**src/rtl/decoder_rr_scheduler.sv**
```systemverilog
// Round-robin owner scheduler for the shared 3-to-8 decoder with quantum and break-before-make gap.
// Optional ARB_LOCK_EN adds a lock input that suppresses quantum release while asserted.
module decoder_rr_scheduler #(
    parameter int QUANTUM = 16,
    parameter int GAP     = 1
) (
    input  logic       clk,
    input  logic       rst_n,
    input  logic [7:0] req,
`ifdef ARB_LOCK_EN
    input  logic       lock,
`endif
    output logic [2:0] sel,
    output logic       oe,
    output logic [7:0] grant,
    output logic       busy
);

    localparam int CW = (QUANTUM > 1) ? $clog2(QUANTUM) : 1;
    localparam int GW = (GAP > 1) ? $clog2(GAP) : 1;
    localparam logic [CW-1:0] CNT_MAX = CW'(QUANTUM - 1);
    localparam logic [GW-1:0] GAP_LD  = GW'(GAP - 1);

    typedef enum logic [1:0] {S_IDLE, S_GRANT, S_GAP} state_t;

    state_t        state;
    logic [2:0]    ptr;
    logic [CW-1:0] cnt;
    logic [GW-1:0] gcnt;

    logic [2:0] win;
    logic [2:0] idx;
    logic       any;
    logic       q_hit;
    logic       rel;

    // Scan from the farthest offset down so the nearest set bit after ptr wins.
    always_comb begin
        win = ptr;
        idx = '0;
        for (int i = 7; i >= 0; i--) begin
            idx = ptr + 3'(i);
            if (req[idx]) win = idx;
        end
    end

    assign any = |req;

`ifdef ARB_LOCK_EN
    assign q_hit = (cnt == CNT_MAX) && (|(req & ~grant)) && !lock;
`else
    assign q_hit = (cnt == CNT_MAX) && (|(req & ~grant));
`endif

    assign rel = !req[sel] || q_hit;

    always_ff @(posedge clk) begin
        if (!rst_n) begin
            state <= S_IDLE;
            sel   <= '0;
            oe    <= 1'b0;
            grant <= '0;
            busy  <= 1'b0;
            ptr   <= '0;
            cnt   <= '0;
            gcnt  <= '0;
        end else begin
            case (state)
                S_IDLE: begin
                    if (any) begin
                        state <= S_GRANT;
                        sel   <= win;
                        oe    <= 1'b1;
                        grant <= 8'b1 << win;
                        busy  <= 1'b1;
                        cnt   <= '0;
                    end
                end
                S_GRANT: begin
                    if (rel) begin
                        state <= S_GAP;
                        oe    <= 1'b0;
                        grant <= '0;
                        ptr   <= sel + 3'd1;
                        gcnt  <= GAP_LD;
                    end else if (cnt != CNT_MAX) begin
                        cnt <= cnt + CW'(1);
                    end
                end
                S_GAP: begin
                    if (gcnt == '0) begin
                        if (any) begin
                            state <= S_GRANT;
                            sel   <= win;
                            oe    <= 1'b1;
                            grant <= 8'b1 << win;
                            cnt   <= '0;
                        end else begin
                            state <= S_IDLE;
                            busy  <= 1'b0;
                        end
                    end else begin
                        gcnt <= gcnt - GW'(1);
                    end
                end
                default: begin
                    state <= S_IDLE;
                    oe    <= 1'b0;
                    grant <= '0;
                    busy  <= 1'b0;
                end
            endcase
        end
    end

endmodule

```
**config.mk**
```make
export PLATFORM = sky130hd
export DESIGN_NAME = decoder_rr_scheduler
export DESIGN_NICKNAME = d
export VERILOG_FILES = /design/src/rtl/decoder_rr_scheduler.sv
export SDC_FILE = /design/constraint.sdc
export NUM_CORES = 1
export LEC_CHECK = 0
export CORE_MARGIN = 2
export CORE_UTILIZATION = 45
export CTS_CLUSTER_SIZE = 10
export DETAILED_ROUTE_END_ITERATION = 8
export PLACE_DENSITY = 0.72
export SLEW_MARGIN = 10
export SYNTH_ARGS = -nofsm -noshare
export SYNTH_HDL_FRONTEND = slang
export SYNTH_SLANG_ARGS = --single-unit
```
**constraint.sdc**
```tcl
create_clock -name clk -period 4.8 [get_ports clk]
set_input_delay 0.72 -clock clk [delete_from_list [all_inputs] [get_ports clk]]
set_output_delay 0.72 -clock clk [all_outputs]
set_load 0.05 [all_outputs]
```
==> impl_metrics.ini, run 1 <==
[grt]
gr-usage-all-layers_pct = 20.56
grtUsageMet1_pct = 29.15
met3_usage_pct = 1.874
grt_pass1_wl_um = 7058
grt_pass1_vias = 1463
grt_most_used_layer = met2
antenna_found_initial = 0
grt.met2_usage_pct = 34.22
grt-ovfl-total = 0
grt_max_degree = 19

[die]
die_w_um = 65.83
die_height_um = 65.83
dieArea_sq_um = 4334
rows = 22
core_area_sq_um = 3661
initial_utilization_pct = 46.99
io_pins = 23

[synthesis]
ys_warn_count = 0
synth_edf_count = 0
yosys-top-cells-area = dfxtp_1 26%, mux4_2 10%, mux2_2 4.6%
async_flop_share_pct = 0
yosysTopAreaCell = dfxtp_1
ys_seq_area_share_pct = 25.60
syn_area_sq_um = 1720
synth-seq-cells = 22
syn_nets = 215
synth-main-ff-cell = dfxtp_1
synth_cell_types = 52
syn-mean-instance-area_sq_um = 8.559
syn_inst = 201
synth_top_area_share_pct = 25.60

[outcome]
status = finished, final reports clean

[cts]
clockBufferDepth = 2
cts_resized = 0
cts_tree = built
htree_levels = 1
cts_setup_buffers = 0
holdBufCountCts = 0
clkSinkCount = 22
clk_pin_slew_worst_paths_ns = 0.07
numCtsBuffers = 3
cts-root-buf = clkbuf_8
insertion_delay_ns = 0.25

[sta]
setup_viol = 0
final_max_slew_viol_count = 0
period_needed_ns = 3.740
skew_ns = 0.002650
setup_tns_ns = 0
tightest_slew_ns = 0.7609
rsz0062_at_grt = no
hold_violations = 0
max-slew-margin-rel_pct = 49.17
fmax_mhz = 267.4
period_share_pct = 77.92

[finish]
syn_to_final_growth_pct = 17.24
drive_gt1_share_pct = 10.91
layout.cells.non_filler = 268
finalNetCount = 236
diodes = 0

[route]
totalWireLength_um = 4159
dr.pass1.iters = 4
drcViolationCount = 0
drt_iter0_markers = 131
via_count = 1590
wire_per_inst_um = 15.52
antenna_left = 0
viasPerCell = 5.933

[worst_hold_path]
holdPathStages = 2
hold_class = register to register

[worst_setup_path]
reg2reg_depth = 9
cpMaxStageDelayCell = mux4_2
cp_num_cells = 9
rr_startpoint = ptr[1]
cp_cell_sequence = inv_1 -> ha_1 -> mux4_2 -> mux2_2 -> mux2_4 -> o2111a_1 -> a221o_1 -> or3b_1 -> o21ai_1
crit_arrival_ns = 3.93
crit_required_ns = 4.99
r2r-end = grant[3]
crit_path_start_kind = register
worstSetupPathType = register to register
cp-end-kind = register
critPathMaxStageDelay_ns = 0.60
cp-startpoint = ptr[1]
r2r_setup_slack_ns = 1.06
critPathTopFamily = multiplexers
critPathBufInv = 1
worstSetupEndpoint = grant[3]
worstPathMaxFanout = 14

[job]
maxCapViolations = 0

[place]
io_buffers = 22
dpl.hpwl_um = 3174
place_inst = 265
gp_congestion = 1.026

[power_and_ir_drop]
p_leak_uw = 0.0006840
ir_drop_mv = 0.1937
powerDensity_nw_per_um2 = 314.3
power by group:
part	internal (uW)	switching, uW	leakage, uW
Sequential	199	18.9	0.000179
Clock	55.8	53.4	0.0000216
Combinational	130	177	0.000483
Total	385	249	0.000684
worst min path at each step:
stage	start	slack (ns)	end
after floorplan	cnt[3]	0.46	cnt[3]
after global placement	grant[3]	0.47	grant[3]
after detailed placement	busy	0.47	busy
after CTS	busy	0.48	busy
after global routing	cnt[3]	0.52	cnt[3]
final	grant[2]	0.48	grant[2]
cell type report:
cell class	instances	area [sq um]
Fill cell	344	1644
Tap cell	48	60.06
Clock buffer	3	41.29
Timing Repair Buffer	24	235.2
Multi-Input combinational cell	159	1195
Inverter	12	45.04
Sequential cell	22	440.4
worst reg2reg max path, stage by stage (launching register included):
cell	delay, ns
dfxtp_1	0.56
inv_1	0.29
ha_1	0.47
mux4_2	0.60
mux2_2	0.32
mux2_4	0.27
o2111a_1	0.24
a221o_1	0.39
or3b_1	0.42
o21ai_1	0.12
cell families (layout without fill, tap and decap cells):
logic type                 after synthesis  in the layout  share of synthesized area, %
xor gates and xnor gates                 5              5                         2.545
buffers and inverters                   20             39                         4.945
muxes                                   22             22                         20.66
AOI/OAI and AO/OA                       55             55                         22.55
adders and majority gates                4              4                         2.909
and+or+nand+nor                         73             73                         20.80
DFF                                     22             22                         25.60
cell usage in the layout, fill, tap and decap left out, types with 3 or more instances in the layout:
master           instances
inv_1                   11
nor3_1                   4
clkdlybuf4s50_1         22
nand2_1                 21
nor2_1                  20
nor2b_1                  7
mux2i_1                  4
ha_1                     4
xnor2_1                  5
a211oi_1                 4
mux2_2                   7
dfxtp_1                 22
o21ai_0                  4
nand3_1                  3
o21ai_1                  4
and2_1                   5
a21oi_1                 12
a22oi_1                  6
clkbuf_8                 3
mux4_2                   8
through the flow:
| step | total power (uW) | setup WS (ns) | area, sq um | util [%] | hold slack, ns |
|---|---|---|---|---|---|
| 2_1_floorplan | 446.7 | 1.395 | 1720 | - | 0.4591 |
| 3_3_place_gp | 524.7 | 1.127 | 1976 | 53.96 | 0.4674 |
| 3_5_place_dp | 526.4 | 1.095 | 1976 | 53.96 | 0.4719 |
| 4_1_cts | 634.3 | 1.079 | 2017 | 55.09 | 0.4843 |
| 5_1_grt | 674.0 | 0.8018 | 2017 | 55.09 | 0.5152 |
| 6_report | 633.9 | 1.060 | 2017 | 55.09 | 0.4787 |
Yosys cell counts, drive strengths merged (2+ instances only):
cell type  count
nand3b         2
xnor2          5
o21a           2
nor2b          7
a21oi         12
nand2         21
mux4           9
nand4          2
nor3           4
a22o           2
mux2i          4
and2           5
nor4           2
o21ai          8
a22oi          6
inv           11
clkbuf         3
nor2          20
a21boi         2
mux2           9
a2111oi        2
nand3          3
ha             4
buf            5
or3b           2
a32o           2
o31ai          2
a31oi          2
dfxtp         22
a211oi         4
a221o          2
registers in the layout (all words and copies together) (netlist names):
signal / cells
busy: 1
cnt: 4
grant: 8
oe: 1
ptr: 3
sel: 3
state: 2
layer usage:
layer / vias to the layer above / routed length, um
li1: 794 / -
met1: 762 / 1964
met2: 30 / 2060
met3: 4 / 110
met4: 0 / 23
met5: - / 0
(Power assumes the default switching activity.)
==> run 2: changes to the inputs <==
==> constraint.sdc (replaced) <==
create_clock -name clk -period 3.6 [get_ports clk]
set_input_delay 0.54 -clock clk [delete_from_list [all_inputs] [get_ports clk]]
set_output_delay 0.54 -clock clk [all_outputs]
set_load 0.05 [all_outputs]
==> run 2 against run 1 <==
  * Via count increased by 3.0%
  * Power increased by 40%
  * Flip-flop and latch count unchanged
  * Critical endpoint is now grant[2]
  * Wire length about the same
  * Register-to-register slack got worse by 0.64 ns
  * Global-route usage about the same
  * Non-clock buffer count increased by 6
  * Worst setup slack got worse by 0.69 ns
  * Sequential share of layout area decreased by 0.62 points
  * First-iteration DRC count increased by 50%
  * Die area unchanged
==> impl_metrics.ini, run 2 (synthesis results as in run 1) <==
[place]
dpl.hpwl_um = 3152
dpl_cell_area_sq_um = 2021
io_buffers = 22
place_inst = 271
gp_congestion = 0.8924

[die]
io_pins = 23
core_area_sq_um = 3661
die_w_um = 65.83
dieArea_sq_um = 4334
rows = 22
initial_utilization_pct = 46.99
die_height_um = 65.83

[worst_setup_path]
crit_path_start_kind = primary input
worstSetupPathType = primary input to register
r2r-end = grant[2]
rr_startpoint = ptr[0]
worstPathMaxFanout = 8
reg2reg_depth = 9
worstSetupEndpoint = grant[2]
cp-startpoint = req[1]
cp-end-kind = register
crit_required_ns = 3.79
r2r_setup_slack_ns = 0.42
crit_arrival_ns = 3.42

[grt]
antenna_found_initial = 0
grt_pass1_wl_um = 7107
grt_max_degree = 19
gr-usage-all-layers_pct = 20.56
grt_pass1_vias = 1525
grt-ovfl-total = 0

[power_and_ir_drop]
powerDensity_nw_per_um2 = 427.7
p_leak_uw = 0.0007205
ir_drop_mv = 0.3817

[sta]
fmax_mhz = 309.8
rsz0062_at_grt = no
setup_tns_ns = 0
hold_ws_ns = 0.4776
max-slew-margin-rel_pct = 52.16
setup_viol = 0
tightest_slew_ns = 0.7166
skew_ns = 0.003006
final_max_slew_viol_count = 0
period_share_pct = 89.67
hold_violations = 0
period_needed_ns = 3.228

[cts]
clkSinkCount = 22
holdBufCountCts = 0
numCtsBuffers = 3
insertion_delay_ns = 0.26
cts_resized = 0
clockBufferDepth = 2
cts-root-buf = clkbuf_8
clk_pin_slew_worst_paths_ns = 0.08
htree_levels = 1
cts_setup_buffers = 0
cts_tree = built

[job]
maxCapViolations = 0

[route]
antenna_left = 0
wire_per_inst_um = 15.12
totalWireLength_um = 4158
viasPerCell = 5.956
drcViolationCount = 0
drt_iter0_markers = 197
dr.pass1.iters = 4
via_count = 1638

[finish]
final.fill_count = 320
layout.cells.non_filler = 275
diodes = 0
drive_gt1_share_pct = 13.66
final_cell_area_sq_um = 2076
syn_to_final_growth_pct = 20.65
top_regs = grant (8), cnt (4)
finalNetCount = 242
final_cell_mix = 22 x dfxtp_1, 22 x clkdlybuf4s50_1, 21 x nand2_1
largest_reg_flops = 8
regMostFlops = grant

[worst_hold_path]
hold_class = register to register

[outcome]
status = finished, final reports clean
[run 2: routing by layer]
layer | GRT usage [%] | share of wire [%] | vias up
met4 | 3.646 | 0.67 | 0
met2 | 35.10 | 49 | 42
met3 | 3.066 | 3.3 | 6
met1 | 27.80 | 47 | 784
met5 | 0 | 0 | -
li1 | - | - | 806
[run 2: layout make-up]
| cell class | count | area [sq um] | share of cell area, % |
|---|---|---|---|
| inverters | 12 | 45.04 | 2.170 |
| repair buffers | 30 | 280.3 | 13.50 |
| well taps | 48 | 60.06 | 2.893 |
| flip-flops and latches | 22 | 440.4 | 21.22 |
| clock buffers | 4 | 55.05 | 2.652 |
| multi-input cells | 159 | 1195 | 57.57 |
[run 2: worst min path at each step]
stage             start        to  slack [ns]  cells after the start
4_1_cts        grant[5]  grant[5]        0.48                      2
3_3_place_gp   grant[2]  grant[2]        0.46                      2
5_1_grt        grant[5]  grant[5]        0.50                      2
3_5_place_dp   grant[5]  grant[5]        0.47                      2
6_report       grant[5]  grant[5]        0.48                      2
2_1_floorplan    cnt[3]    cnt[3]        0.46                      2
[run 2: through the flow]
| stage | total power, uW | setup slack (ns) | util [%] |
|---|---|---|---|
| floorplan | 595.6 | 0.1948 | - |
| global placement | 710.2 | 0.1405 | 55.19 |
| detailed placement | 712.3 | 0.1165 | 55.19 |
| CTS | 885.3 | 0.3786 | 56.70 |
| global route | 939.5 | 0.2879 | 56.70 |
| finish | 887.8 | 0.3720 | 56.70 |
[run 2: report_power, final]
group | internal, uW | leakage, uW | switching [uW]
Clock | 97.3 | 0.0000288 | 77.5
Sequential | 265 | 0.000179 | 23.5
Combinational | 182 | 0.000512 | 242
[run 2: worst max-delay path, stage by stage]
cell,delay [ns]
clkdlybuf4s50_1,0.53
mux4_2,0.58
mux2_4,0.33
mux2_4,0.26
o2111a_1,0.24
a221o_1,0.40
or3b_1,0.42
o21ai_1,0.12
==> run 3: changes to the inputs <==
--- a/config.mk
+++ b/config.mk
@@ -10,7 +10,7 @@
 export CTS_CLUSTER_SIZE = 10
 export DETAILED_ROUTE_END_ITERATION = 8
 export PLACE_DENSITY = 0.72
-export SLEW_MARGIN = 10
+export SLEW_MARGIN = 25
 export SYNTH_ARGS = -nofsm -noshare
 export SYNTH_HDL_FRONTEND = slang
 export SYNTH_SLANG_ARGS = --single-unit
==> results of run 3 <==
The final DEF is identical to that of run 2; final timing and power are the same.
